==> config.mk <==
export PLATFORM = sky130hd
export DESIGN_NAME = valu_sequencer
export DESIGN_NICKNAME = d
export VERILOG_FILES = /design/src/rtl/valu_pkg.sv /design/src/rtl/valu_op_decode.sv /design/src/rtl/valu_sequencer.sv
export SDC_FILE = /design/constraint.sdc
export NUM_CORES = 1
export LEC_CHECK = 0
export CAP_MARGIN = 5
export CORE_AREA = 5 5 151 153
export CTS_BUF_LIST = sky130_fd_sc_hd__clkbuf_4 sky130_fd_sc_hd__clkbuf_8 sky130_fd_sc_hd__clkbuf_16
export CTS_CLUSTER_SIZE = 25
export DETAILED_ROUTE_END_ITERATION = 8
export DIE_AREA = 0 0 156 158
export GPL_ROUTABILITY_DRIVEN = 0
export GPL_TIMING_DRIVEN = 1
export PLACE_DENSITY = 0.8
export SLEW_MARGIN = 20
export SYNTH_ARGS = -nofsm -noshare
export SYNTH_HDL_FRONTEND = slang
export SYNTH_SLANG_ARGS = --single-unit
==> constraint.sdc <==
create_clock -name clk -period 3.4 [get_ports clk]
set_clock_uncertainty 0.05 [all_clocks]
set_input_delay 0.68 -clock clk [delete_from_list [all_inputs] [get_ports clk]]
set_output_delay 0.68 -clock clk [all_outputs]
set_load 0.005 [all_outputs]
==> src/rtl/valu_pkg.sv <==
// Purpose : shared types and encodings for the vector-lane ALU sequencer.
// Contents: op codes, sequencer states, ALU output/bitwise/compare selects.
// Users   : valu_op_decode, valu_sequencer.
package valu_pkg;

   typedef enum logic [3:0] {
      OP_ADD   = 4'd0,
      OP_SUB   = 4'd1,
      OP_FADD  = 4'd2,
      OP_FSUB  = 4'd3,
      OP_MUL   = 4'd4,
      OP_FMUL  = 4'd5,
      OP_AND   = 4'd6,
      OP_OR    = 4'd7,
      OP_XOR   = 4'd8,
      OP_NOT   = 4'd9,
      OP_CMP0  = 4'd10,
      OP_CMP1  = 4'd11,
      OP_CMP2  = 4'd12,
      OP_CMP3  = 4'd13,
      OP_ILL14 = 4'd14,
      OP_ILL15 = 4'd15
   } op_e;

   typedef enum logic [1:0] {
      ST_IDLE  = 2'd0,
      ST_RUN   = 2'd1,
      ST_DRAIN = 2'd2,
      ST_DONE  = 2'd3
   } seq_state_e;

   // ALU output select
   localparam logic [2:0] OUT_ADDSUB  = 3'b000;
   localparam logic [2:0] OUT_FADDSUB = 3'b001;
   localparam logic [2:0] OUT_MUL     = 3'b010;
   localparam logic [2:0] OUT_FMUL    = 3'b011;
   localparam logic [2:0] OUT_BITWISE = 3'b100;

   // ALU bitwise select
   localparam logic [1:0] BW_AND = 2'd0;
   localparam logic [1:0] BW_OR  = 2'd1;
   localparam logic [1:0] BW_XOR = 2'd2;
   localparam logic [1:0] BW_NOT = 2'd3;

   // ALU compare select
   localparam logic [1:0] CMP_SEL0 = 2'd0;
   localparam logic [1:0] CMP_SEL1 = 2'd1;
   localparam logic [1:0] CMP_SEL2 = 2'd2;
   localparam logic [1:0] CMP_SEL3 = 2'd3;

endpackage

==> src/rtl/valu_op_decode.sv <==
// Purpose : op code -> ALU control decode, flags compare and illegal ops.
// Latency : combinational.
// Ports   : i_op in; o_addsub/o_out_ctrl/o_bitwise_ctrl/o_comp_ctrl/o_is_cmp/o_illegal out.
module valu_op_decode
   import valu_pkg::*;
(
   input  logic [3:0] i_op,
   output logic       o_addsub,
   output logic [2:0] o_out_ctrl,
   output logic [1:0] o_bitwise_ctrl,
   output logic [1:0] o_comp_ctrl,
   output logic       o_is_cmp,
   output logic       o_illegal
);

   always_comb begin
      o_addsub       = 1'b0;
      o_out_ctrl     = OUT_ADDSUB;
      o_bitwise_ctrl = BW_AND;
      o_comp_ctrl    = CMP_SEL0;
      o_is_cmp       = 1'b0;
      o_illegal      = 1'b0;
      case (op_e'(i_op))
         OP_ADD:  o_out_ctrl = OUT_ADDSUB;
         OP_SUB:  begin o_out_ctrl = OUT_ADDSUB;  o_addsub = 1'b1; end
         OP_FADD: o_out_ctrl = OUT_FADDSUB;
         OP_FSUB: begin o_out_ctrl = OUT_FADDSUB; o_addsub = 1'b1; end
         OP_MUL:  o_out_ctrl = OUT_MUL;
         OP_FMUL: o_out_ctrl = OUT_FMUL;
         OP_AND:  begin o_out_ctrl = OUT_BITWISE; o_bitwise_ctrl = BW_AND; end
         OP_OR:   begin o_out_ctrl = OUT_BITWISE; o_bitwise_ctrl = BW_OR;  end
         OP_XOR:  begin o_out_ctrl = OUT_BITWISE; o_bitwise_ctrl = BW_XOR; end
         OP_NOT:  begin o_out_ctrl = OUT_BITWISE; o_bitwise_ctrl = BW_NOT; end
         OP_CMP0: begin o_is_cmp = 1'b1; o_comp_ctrl = CMP_SEL0; end
         OP_CMP1: begin o_is_cmp = 1'b1; o_comp_ctrl = CMP_SEL1; end
         OP_CMP2: begin o_is_cmp = 1'b1; o_comp_ctrl = CMP_SEL2; end
         OP_CMP3: begin o_is_cmp = 1'b1; o_comp_ctrl = CMP_SEL3; end
         default: o_illegal = 1'b1;
      endcase
   end

endmodule

==> src/rtl/valu_sequencer.sv <==
// Purpose : steps the lane ALU through a vector command, one element per cycle,
//           writing results back to the VRF or collecting compare predicates.
// Latency : vl+2 cycles from command acceptance to done (1 cycle for vl==0 / illegal op).
// Backpr. : cmd_ready only in IDLE; no backpressure from VRF or ALU.
// Ports   : cmd_* (command in), rf_rd_* (VRF read), alu_* (ALU drive/return),
//           wb_* (VRF write), pred_valid/pred_mask, done, err.
module valu_sequencer
   import valu_pkg::*;
#(
   parameter int WIDTH    = 32,
   parameter int VLEN_MAX = 32,
   parameter int IDX_W    = 5,
   parameter int REG_W    = 5
) (
   input  logic                   clk,
   input  logic                   rst_n,
   input  logic                   cmd_valid,
   output logic                   cmd_ready,
   input  logic [3:0]             cmd_op,
   input  logic [REG_W-1:0]       cmd_vd,
   input  logic [REG_W-1:0]       cmd_vs1,
   input  logic [REG_W-1:0]       cmd_vs2,
   input  logic                   cmd_use_scalar,
   input  logic [WIDTH-1:0]       cmd_scalar,
   input  logic [IDX_W:0]         cmd_vl,
   input  logic                   cmd_masked,
   input  logic [VLEN_MAX-1:0]    cmd_mask,
   output logic                   rf_rd_en,
   output logic [REG_W+IDX_W-1:0] rf_rd_addr1,
   output logic [REG_W+IDX_W-1:0] rf_rd_addr2,
   input  logic [WIDTH-1:0]       rf_rd_data1,
   input  logic [WIDTH-1:0]       rf_rd_data2,
   output logic [WIDTH-1:0]       alu_a,
   output logic [WIDTH-1:0]       alu_b,
   output logic [WIDTH-1:0]       alu_c,
   output logic                   alu_addsub,
   output logic                   alu_mux_ctrl,
   output logic [2:0]             alu_out_ctrl,
   output logic [1:0]             alu_bitwise_ctrl,
   output logic [1:0]             alu_comp_ctrl,
   input  logic [WIDTH-1:0]       alu_result,
   input  logic                   alu_predicate,
   output logic                   wb_en,
   output logic [REG_W+IDX_W-1:0] wb_addr,
   output logic [WIDTH-1:0]       wb_data,
   output logic                   pred_valid,
   output logic [VLEN_MAX-1:0]    pred_mask,
   output logic                   done,
   output logic                   err
);

   localparam logic [IDX_W:0] VL_MAX_C = (IDX_W+1)'(VLEN_MAX);

   seq_state_e             r_state;
   logic [3:0]             r_op;
   logic [REG_W-1:0]       r_vd, r_vs1, r_vs2;
   logic                   r_use_scalar;
   logic [WIDTH-1:0]       r_scalar;
   logic [IDX_W:0]         r_vl;
   logic [IDX_W:0]         r_idx;      // one bit wider so vl==VLEN_MAX is representable
   logic                   r_masked;
   logic [VLEN_MAX-1:0]    r_mask;

   // EXEC stage: element whose VRF data is on rf_rd_data* this cycle
   logic                   r_ex_vld;
   logic [IDX_W-1:0]       r_ex_idx;
   logic                   r_ex_en;

   logic                   r_wb_en;
   logic [REG_W+IDX_W-1:0] r_wb_addr;
   logic [WIDTH-1:0]       r_wb_data;
   logic [VLEN_MAX-1:0]    r_pred_mask;

   logic [3:0]             w_dec_op;
   logic                   w_is_cmp, w_illegal;
   logic [IDX_W:0]         w_vl_clamped;
   logic                   w_accept;
   logic                   w_issue_en;

   // In IDLE the decoder looks at the incoming op so illegality is known at
   // acceptance; otherwise it decodes the latched op for the whole command.
   assign w_dec_op = (r_state == ST_IDLE) ? cmd_op : r_op;

   valu_op_decode u_dec (
      .i_op           (w_dec_op),
      .o_addsub       (alu_addsub),
      .o_out_ctrl     (alu_out_ctrl),
      .o_bitwise_ctrl (alu_bitwise_ctrl),
      .o_comp_ctrl    (alu_comp_ctrl),
      .o_is_cmp       (w_is_cmp),
      .o_illegal      (w_illegal)
   );

   assign w_vl_clamped = (cmd_vl > VL_MAX_C) ? VL_MAX_C : cmd_vl;
   assign w_accept     = (r_state == ST_IDLE) && cmd_valid;
   assign w_issue_en   = !r_masked || r_mask[r_idx[IDX_W-1:0]];

   assign cmd_ready    = (r_state == ST_IDLE);
   assign rf_rd_en     = (r_state == ST_RUN);
   assign rf_rd_addr1  = {r_vs1, r_idx[IDX_W-1:0]};
   assign rf_rd_addr2  = {r_vs2, r_idx[IDX_W-1:0]};

   assign alu_a        = rf_rd_data1;
   assign alu_b        = rf_rd_data2;
   assign alu_c        = r_scalar;
   assign alu_mux_ctrl = r_use_scalar;

   assign wb_en        = r_wb_en;
   assign wb_addr      = r_wb_addr;
   assign wb_data      = r_wb_data;
   assign pred_mask    = r_pred_mask;
   assign done         = (r_state == ST_DONE);
   assign err          = (r_state == ST_DONE) && w_illegal;
   assign pred_valid   = (r_state == ST_DONE) && w_is_cmp;

   always_ff @(posedge clk or negedge rst_n) begin
      if (!rst_n) begin
         r_state      <= ST_IDLE;
         r_op         <= '0;
         r_vd         <= '0;
         r_vs1        <= '0;
         r_vs2        <= '0;
         r_use_scalar <= 1'b0;
         r_scalar     <= '0;
         r_vl         <= '0;
         r_idx        <= '0;
         r_masked     <= 1'b0;
         r_mask       <= '0;
      end else begin
         case (r_state)
            ST_IDLE: begin
               if (cmd_valid) begin
                  r_op         <= cmd_op;
                  r_vd         <= cmd_vd;
                  r_vs1        <= cmd_vs1;
                  r_vs2        <= cmd_vs2;
                  r_use_scalar <= cmd_use_scalar;
                  r_scalar     <= cmd_scalar;
                  r_vl         <= w_vl_clamped;
                  r_idx        <= '0;
                  r_masked     <= cmd_masked;
                  r_mask       <= cmd_mask;
                  r_state      <= (w_vl_clamped == '0 || w_illegal) ? ST_DONE : ST_RUN;
               end
            end
            ST_RUN: begin
               r_idx <= r_idx + 1'b1;
               if (r_idx == r_vl - 1'b1) r_state <= ST_DRAIN;
            end
            ST_DRAIN: r_state <= ST_DONE;
            default:  r_state <= ST_IDLE;
         endcase
      end
   end

   // Issue -> EXEC -> writeback pipeline
   always_ff @(posedge clk or negedge rst_n) begin
      if (!rst_n) begin
         r_ex_vld  <= 1'b0;
         r_ex_idx  <= '0;
         r_ex_en   <= 1'b0;
         r_wb_en   <= 1'b0;
         r_wb_addr <= '0;
         r_wb_data <= '0;
      end else begin
         r_ex_vld  <= (r_state == ST_RUN);
         r_ex_idx  <= r_idx[IDX_W-1:0];
         r_ex_en   <= w_issue_en;
         r_wb_en   <= r_ex_vld && r_ex_en && !w_is_cmp;
         r_wb_addr <= {r_vd, r_ex_idx};
         r_wb_data <= alu_result;
      end
   end

   // Cleared on acceptance so bits >= vl and masked-off bits stay 0.
   always_ff @(posedge clk or negedge rst_n) begin
      if (!rst_n) begin
         r_pred_mask <= '0;
      end else if (w_accept) begin
         r_pred_mask <= '0;
      end else if (r_ex_vld && w_is_cmp) begin
         r_pred_mask[r_ex_idx] <= r_ex_en && alu_predicate;
      end
   end

endmodule

Word-level counts from Yosys, hierarchy flattened

Cells that the tools add are included.

Add/sub/neg operators: 2
Order comparisons: 4
Equality and inequality tests: 19
Muxes and demuxes: 21
Reduce and logical (&&, ||, !) cells: 25

Operators by type and width:

| cell                                                       | count |
|---|---|
| 2-to-1 mux 32 bit                                          | 2 |
| bitwise mux 32 bit                                         | 1 |
| == test 4 bit, second input constant                       | 6 |
| case mux 2 bit (3 select lines)                            | 3 |
| == test 4 x 3 -> 1 bit, second input constant              | 4 |
| OR reduction 14 bit                                        | 1 |
| less-than comparator 5 x 6 -> 1 bit, second input constant | 2 |
| 2-to-1 mux 6 bit                                           | 2 |
| case mux 3 bit (4 select lines)                            | 1 |
| case mux 6 bit (2 select lines)                            | 1 |
| == test 4 x 2 -> 1 bit, second input constant              | 2 |
| logical AND 1 bit                                          | 8 |
| OR reduction 4 bit                                         | 2 |
| adder 6 x 1 -> 6 bit, second input constant                | 1 |
| == test 6 bit                                              | 1 |
| greater-than comparator 6 bit, second input constant       | 1 |
| zero test 6 bit                                            | 1 |
| 2-to-1 mux 2 bit                                           | 3 |
| AND reduction 2 bit                                        | 3 |
| subtractor 6 x 1 -> 6 bit, second input constant           | 1 |
| binary-select mux 1 bit (select 5 bit)                     | 1 |
| demux 1 bit (select 5 bit)                                 | 1 |
| >= comparator 5 x 1 -> 1 bit, second input constant        | 1 |
| 2-to-1 mux 1 bit                                           | 5 |
| other kinds (12)                                           | 17 |

Register bits after elaboration: 181
Input bits: 191
Output and inout port bits: 205
Word-level logic and storage cells: 89

Depth between registers and ports, before layout

Gate-level depths: netlist of the first run.

Depth after elaboration: 9
Gate-level depth with buffers: 9
Mapped depth without buffers: 7

By module

From an unflattened synthesis of the first run, not the netlist that was laid out.

Cells, all modules: 576
Area, all modules: 7682.4 um2

Modules (own cells, without submodules):

| module         | instances | cells each | area each (um2) | seq. area each (um2) |
|---|---|---|---|---|
| valu_sequencer | 1         | 560        | 7562.3          | 4529.3 |
| valu_op_decode | 1         | 16         | 120.1           | 0.0 |

Worst setup path after synthesis of the first run

No wires, ideal clock.

Kind: reg-to-output
Start point: register r_state[0]
End point: output alu_out_ctrl[0]
Data arrival time: 1.710 ns
Path slack: 0.960 ns
Cell stages (with the launch flop): 8
Path buffers: 3
Cell sequence: dfrtp_1 -> inv_1 -> ha_1 -> buf_2 -> clkbuf_1 -> buf_1 -> a21oi_1 -> a211oi_1

Cells in the longest elaborated chain, start to end: 5
Elaborated cells on any way between the ends: 13

RTL lines:

| element                                                                   | line                  | RTL |
|---|---|---|
| from (decl)                                                               | valu_sequencer.sv:54  | `seq_state_e r_state;` |
| from (signal assigned)                                                    | valu_sequencer.sv:143 | `r_state <= (w_vl_clamped == '0 \|\| w_illegal) ? ST_DONE : ST_RUN;` |
| zero test 2 bit (*)                                                       | -                     |  |
| named net cmd_ready                                                       | valu_sequencer.sv:18  | `output logic cmd_ready,` |
| 2-to-1 mux 4 bit (*)                                                      | valu_sequencer.sv:82  | `assign w_dec_op = (r_state == ST_IDLE) ? cmd_op : r_op;` |
| == test 4 x 3 -> 1 bit, or another cell as far along                      | valu_op_decode.sv:23  | `case (op_e'(i_op))` |
| OR reduction 4 bit (no line) / OR reduction 2 bit (equally long branches) | -                     |  |
| case mux 3 bit (4 select lines) (*)                                       | valu_op_decode.sv:23  |  |
| to (decl)                                                                 | valu_sequencer.sv:38  | `output logic [2:0] alu_out_ctrl,` |

Mark *: on every way through the listed nets, which the timed path passes. The rest lies on a longest branch.

Worst setup path after layout of the first run

Start point: register r_state[0]
End point: output alu_out_ctrl[0]

Cells in the longest elaborated chain, start to end: 5
Elaborated cells on any way between the ends: 13

RTL lines:

| element                                                                   | line |
|---|---|
| zero test 2 bit (*)                                                       | valu_sequencer.sv:82 |
| 2-to-1 mux 4 bit (*)                                                      | valu_sequencer.sv:82 |
| == test 4 x 3 -> 1 bit, or another cell as far along                      | valu_op_decode.sv:23 |
| OR reduction 4 bit (no line) / OR reduction 2 bit (equally long branches) | - |
| case mux 3 bit (4 select lines) (*)                                       | valu_op_decode.sv:23 |

Every way passes the cells marked *; elsewhere a longest branch is shown, timed or not.

==> impl_metrics.tcl, run 1 <==
set metrics [dict create \
    cts_repair_resize_count 0 \
    dp_hpwl_um 15500 \
    reg2regPathDepth 8 \
    numCtsBuffers 17 \
    tightest_slew_ns 0.640 \
    top_level_ports 396 \
    via_count 5642 \
    yosysWarnings 0 \
    synthMuxAreaShare_pct 15.4 \
    worst-path-max-fanout 10 \
    rows 54 \
    min_path_type "in2async" \
    synth-seq-area-share_pct 55.7 \
    synth-adder-area-share_pct 0.924 \
    cts_setup_buffers 0 \
    cts_buffer_depth 2 \
    cpLargestDelayFamily "buffers and inverters" \
    r2r_start "r_state[0]" \
    fin_crit_sh_pct 95.2 \
    r2r-end "pred_mask[14]" \
    syn_inst 651 \
    areaGrowthSynthToFinish_pct 36.6 \
    dieArea_um2 24600 \
    drt-total-wl_um 20800 \
    fmax_ghz 0.309 \
    power_density_nw_per_um2 789 \
    tns_ns 0 \
    synthSimpleGateAreaFrac_pct 7.47 \
    cp_slowest_cell "clkdlybuf4s50_1" \
    grt_pass1_vias 5685 \
    insertion_delay_ns 0.42 \
    ir_worst_vdd_mv 0.401 \
    final_layout_size_suffix_gt1_share_pct 17.6 \
    crit_chain "inv_1 -> ha_2 -> nand2b_1 -> nand2_1 -> a211oi_1 -> clkdlybuf4s50_1" \
    coreArea_um2 21400 \
    htree_levels 4 \
    cts.sinks 181 \
    synth_area_um2 8130 \
    start_util_pct 37.9 \
    die_width_um 156 \
    ff2ff_setup_slack_ns 0.95 \
    cap_viol_max_count 0 \
    synth_cell_types 56 \
    slew_violations 0 \
    antenna_found_initial 0 \
    grt_usage_pct 16.7 \
    arrival_ns 2.51 \
    grt_pass1_wl_um 32100 \
    cts-root-buf "clkbuf_16" \
    grt_max_degree 61 \
    slew_headroom_pct 57.2 \
    power_leakage_nw 4.55 \
    antenna_left 0 \
    drt_first_pass_iters 5 \
    syn_avg_cell_area_um2 12.5 \
    stdcell_count 1126 \
    cts-hold-fix-buffers 0 \
    post_drt_wl_per_cell_um 18.5 \
    critPathBufInv 2 \
    crit_required_ns 2.67 \
    final_common_cell "clkdlybuf4s50_1" \
    port_buffers 267 \
    finalSetupViolCount 0 \
    path_class "reg2out" \
    critical-path-max-stage-delay_ns 0.55 \
    fin_crit_ns 3.24 \
    timing.hold.ws_ns 0.191 \
    synth_fp_nets 848 \
    mostFrequentLayoutCells "266 x clkdlybuf4s50_1, 181 x dfrtp_1, 86 x mux2_2" \
    synth_flop_cell "dfrtp_1" \
    place_ws_ns 0.284 \
    drc 0 \
    setup.worst_path.end_class "output pin" \
    ys_seq_elements 181 \
    n_antenna_cell 0 \
    finalWorstSetupSlack_ns 0.163 \
    start_kind "flop" \
    hold_viol 0 \
    synth_xor_area_share_pct 1.29 \
    synth_top_family_by_area "multiplexers" \
    drt_iter0_drc 184 \
    synth_compound_area_share_pct 9.05 \
    cts_tree "yes" \
    postSynth.asyncResetShare_pct 100 \
    synth_edf_count 0 \
    clk_pin_slew_worst_paths_ns 0.07 \
    layout.nets 1030 \
    dp_cells 1094 \
    gr-total-overflow 0 \
    die_h_um 158 \
    rsz0062_at_grt "false" \
    vias_per_cell 5.01 \
    outcome "finished clean" \
]
==> metrics by stage <==
step / total power [mW] / area [um^2] / utilization, %
after CTS: 8.86 / 11100 / 51.8
after detailed placement: 6.91 / 10500 / 49.1
after floorplan: 5.42 / 8130 / -
final: 8.76 / 11100 / 51.8
after global placement: 6.79 / 10500 / 49.1
after global routing: 9.34 / 11100 / 51.8
==> power by group <==
part           total [mW]  internal (mW)  switching (mW)
Combinational        3.49           1.98            1.51
Clock                1.92           1.06           0.863
Sequential           3.34           2.85           0.488
Total                8.76           5.89            2.86
==> logic make-up after synthesis <==
family / Yosys count
buffers and inverters: 126
AO/OA/AOI/OAI: 96
flip-flops: 181
adder cells (fa/ha/maj): 6
multiplexers: 113
XOR/XNOR: 12
AND/OR/NAND/NOR: 117
==> worst register-to-register path: cells and delay by family (launching register included) <==
| family | cells | cell delay, ns |
|---|---|---|
| flops | 1 | 0.45 |
| compound gates | 2 | 0.53 |
| buf+inv | 3 | 0.62 |
| mux | 1 | 0.30 |
| fa+ha+maj | 1 | 0.29 |
| simple gates | 1 | 0.08 |
==> final cells by class <==
cell class	count	area, um^2
Fill cell	1803	10300
Sequential cell	181	4530
Timing Repair Buffer	281	2830
Multi-Input combinational cell	344	2780
Clock buffer	19	453
Tap cell	280	350
Clock inverter	13	120
Inverter	8	30.0
==> per-layer routing <==
metal	share of wire [%]	vias to the layer above	GRT usage [%]
met5	0	-	0
met4	2.2	0	5.92
met3	8.9	41	6.01
met2	48	227	25.9
met1	41	2762	21.6
li1	-	2612	-
==> Yosys cell counts (4+ instances only) <==
cell / instances / area share (%)
o311ai_1: 20 / 2.2
o31ai_1: 4 / 0.37
nand3b_1: 6 / 0.55
nand2_1: 32 / 1.5
a21oi_1: 14 / 0.86
mux2i_1: 19 / 2.3
nor2_1: 23 / 1.1
ha_1: 6 / 0.92
mux2_2: 86 / 12
nor3_1: 14 / 0.86
nand2b_1: 9 / 0.69
xnor2_1: 9 / 0.97
nor3_2: 4 / 0.49
nand3_1: 8 / 0.49
buf_1: 6 / 0.28
dfrtp_1: 181 / 56
a221oi_1: 4 / 0.43
buf_6: 7 / 0.97
o22ai_1: 6 / 0.46
o41ai_1: 20 / 2.2
inv_1: 8 / 0.37
clkbuf_1: 18 / 0.83
buf_4: 75 / 6.9
mux2_1: 7 / 0.97
buf_2: 12 / 0.74
o21ai_0: 13 / 0.80
==> state kept, by name, indices dropped and copies added, names as in the netlist, 6 cells and up <==
name and cells:
wb_addr 10, r_vl 6, alu_c 32, pred_mask 32
r_mask 32, wb_data 32, r_idx 6
==> worst max-delay path by stage <==
stage | slack, ns | endpoint | cells after the start | startpoint
floorplan | 0.96 | alu_out_ctrl[0] | 7 | r_state[0]
global placement | 0.31 | alu_bitwise_ctrl[0] | 6 | cmd_op[2]
detailed placement | 0.28 | pred_valid | 5 | cmd_op[2]
CTS | 0.05 | alu_out_ctrl[0] | 6 | r_state[0]
global route | 0.007 | alu_out_ctrl[0] | 6 | r_state[0]
finish | 0.16 | alu_out_ctrl[0] | 6 | r_state[0]
Power figures use the tool's default switching activity.
==> run 2: changes to the inputs <==
==> constraint.sdc (replaced) <==
create_clock -name clk -period 3.4 [get_ports clk]
set_clock_uncertainty 0.05 [all_clocks]
set_input_delay 0.68 -clock clk [delete_from_list [all_inputs] [get_ports clk]]
set_output_delay 0.68 -clock clk [all_outputs]
set_load 0.02 [all_outputs]
==> run 2 against run 1 <==
Clock power increased by 3%. Sequential power about the same. Sequential share of layout area decreased by 0.078 points. Hold slack got worse by 0.0047 ns. Combinational power increased by 16%. Core utilization increased by 0.099 points. Count of clock-buffer cells in the layout increased by 1. Setup slack got worse by 0.0014 ns. Fmax about the same. Critical path depth decreased by 1. Largest cell class unchanged.
==> impl_metrics.tcl, run 2 (synthesis gave the netlist of run 1 again) <==
set metrics [dict create \
    outcome "finished clean" \
    htree_levels 4 \
    critical-path-max-stage-delay_ns 0.66 \
    grt_pass1_vias 5784 \
    ir_worst_vdd_mv 0.418 \
    grt_pass1_wl_um 32400 \
    path_class "in2out" \
    dieArea_um2 24600 \
    power_leakage_nw 4.58 \
    grt_usage_pct 16.7 \
    setup.worst_path.end_class "output pin" \
    crit_chain "clkdlybuf4s50_1 -> xnor2_1 -> mux2i_2 -> and3_1 -> clkdlybuf4s50_1" \
    drt-total-wl_um 20800 \
    fin_crit_ns 3.24 \
    areaGrowthSynthToFinish_pct 36.8 \
    gr-total-overflow 0 \
    slew_violations 0 \
    via_count 5655 \
    cp_slowest_cell "clkdlybuf4s50_1" \
    top_level_ports 396 \
    start_kind "input pin" \
    grt_max_degree 62 \
    stdcell_area_um2 11100 \
    cts-root-buf "clkbuf_16" \
    post_drt_wl_per_cell_um 18.5 \
    antenna_found_initial 0 \
    die_width_um 156 \
    cap_viol_max_count 0 \
    drt_first_pass_iters 4 \
    fmax_ghz 0.309 \
    finalSetupViolCount 0 \
    fin_crit_sh_pct 95.3 \
    cp_common_cell "clkdlybuf4s50_1" \
    rsz0062_at_grt "false" \
    r2r-end "r_state[0]" \
    reg2regPathDepth 8 \
    tightest_slew_ns 0.662 \
    ff2ff_setup_slack_ns 0.96 \
    clk_pin_slew_worst_paths_ns 0.07 \
    final_util_pct 51.9 \
    rows 54 \
    min_path_type "in2async" \
    vias_per_cell 5.03 \
    hold_viol 0 \
    coreArea_um2 21400 \
    cts_tree "yes" \
    numCtsBuffers 17 \
    insertion_delay_ns 0.41 \
    layout.nets 1030 \
    start_util_pct 37.9 \
    die_h_um 158 \
    place_ws_ns 0.134 \
    r2r_start "r_state[0]" \
    finalWorstSetupSlack_ns 0.161 \
    slew_headroom_pct 55.8 \
    tns_ns 0 \
    drt_iter0_drc 241 \
    cts.sinks 181 \
    finalPower_mw 9.36 \
    cts_setup_buffers 0 \
    port_buffers 267 \
    n_antenna_cell 0 \
    crit_required_ns 2.67 \
    cts-hold-fix-buffers 0 \
    power_density_nw_per_um2 842 \
    final_common_cell "clkdlybuf4s50_1" \
    final_layout_size_suffix_gt1_share_pct 17.4 \
    drc 0 \
    antenna_left 0 \
    arrival_ns 2.51 \
    mostFrequentLayoutCells "264 x clkdlybuf4s50_1, 181 x dfrtp_1, 86 x mux2_2" \
    placed_cell_area_um2 10500 \
    cts_buffer_depth 2 \
    worst-path-max-fanout 9 \
    dp_hpwl_um 15500 \
]
-- run 2: cell types whose count changed in the layout (fill, tap and decap cells not counted) --
| cell | change |
|---|---|
| inv_6 | -1 |
| clkbuf_8 | +1 |
| clkinv_2 | -3 |
| clkinvlp_4 | +1 |
| dlymetal6s2s_1 | +2 |
| bufinv_16 | +1 |
| inv_8 | -1 |
| clkdlybuf4s50_1 | -2 |
-- run 2: stage by stage --
stage          instances  hold slack (ns)
3_3_place_gp        1094            0.307
4_1_cts             1124            0.200
6_report            1124            0.186
3_5_place_dp        1094            0.308
2_1_floorplan        651            0.299
5_1_grt             1124            0.217
-- run 2: layout make-up --
cell class,instances,area [um^2]
timing repair buffer,281,2830
multi-input combinational,344,2780
fill,1837,10300
clock inverter,10,123
inverter,8,30.0
clock buffer,20,467
sequential,181,4530
tap,280,350
-- run 2: report_power, final --
group / internal, mW / switching, mW
clock: 1.14 / 0.833
combinational: 1.98 / 2.07
sequential: 2.85 / 0.481
-- run 2: layer usage --
layer	share of wire, %	wire length (um)	GRT usage, %
met5	0	0	0
met4	1.6	325	4.71
met3	8.6	1780	5.69
met2	49	10200	27.0
met1	41	8450	21.4
-- run 2: timing repair --
action,CTS,global route
gates resized for setup,1,2
setup endpoints to repair,2,2
endpoints found under the hold margin,0,0
-- run 2: how the worst max path moves through the flow --
stage,startpoint,endpoint,slack [ns],depth (start not counted)
after floorplan,r_state[0],alu_out_ctrl[0],0.50,7
after global placement,cmd_op[2],alu_bitwise_ctrl[0],0.20,6
after detailed placement,cmd_op[2],alu_bitwise_ctrl[0],0.13,6
after CTS,r_state[0],alu_out_ctrl[0],0.07,6
after global routing,r_state[0],alu_addsub,0.09,6
final,cmd_op[2],pred_valid,0.16,5
-- run 2: worst max-delay path, delay by kind of cell --
family / cells / cell delay [ns]
and+or+nand+nor: 1 / 0.19
muxes: 1 / 0.24
buffers and inverters: 2 / 1.27
xor gates and xnor gates: 1 / 0.12
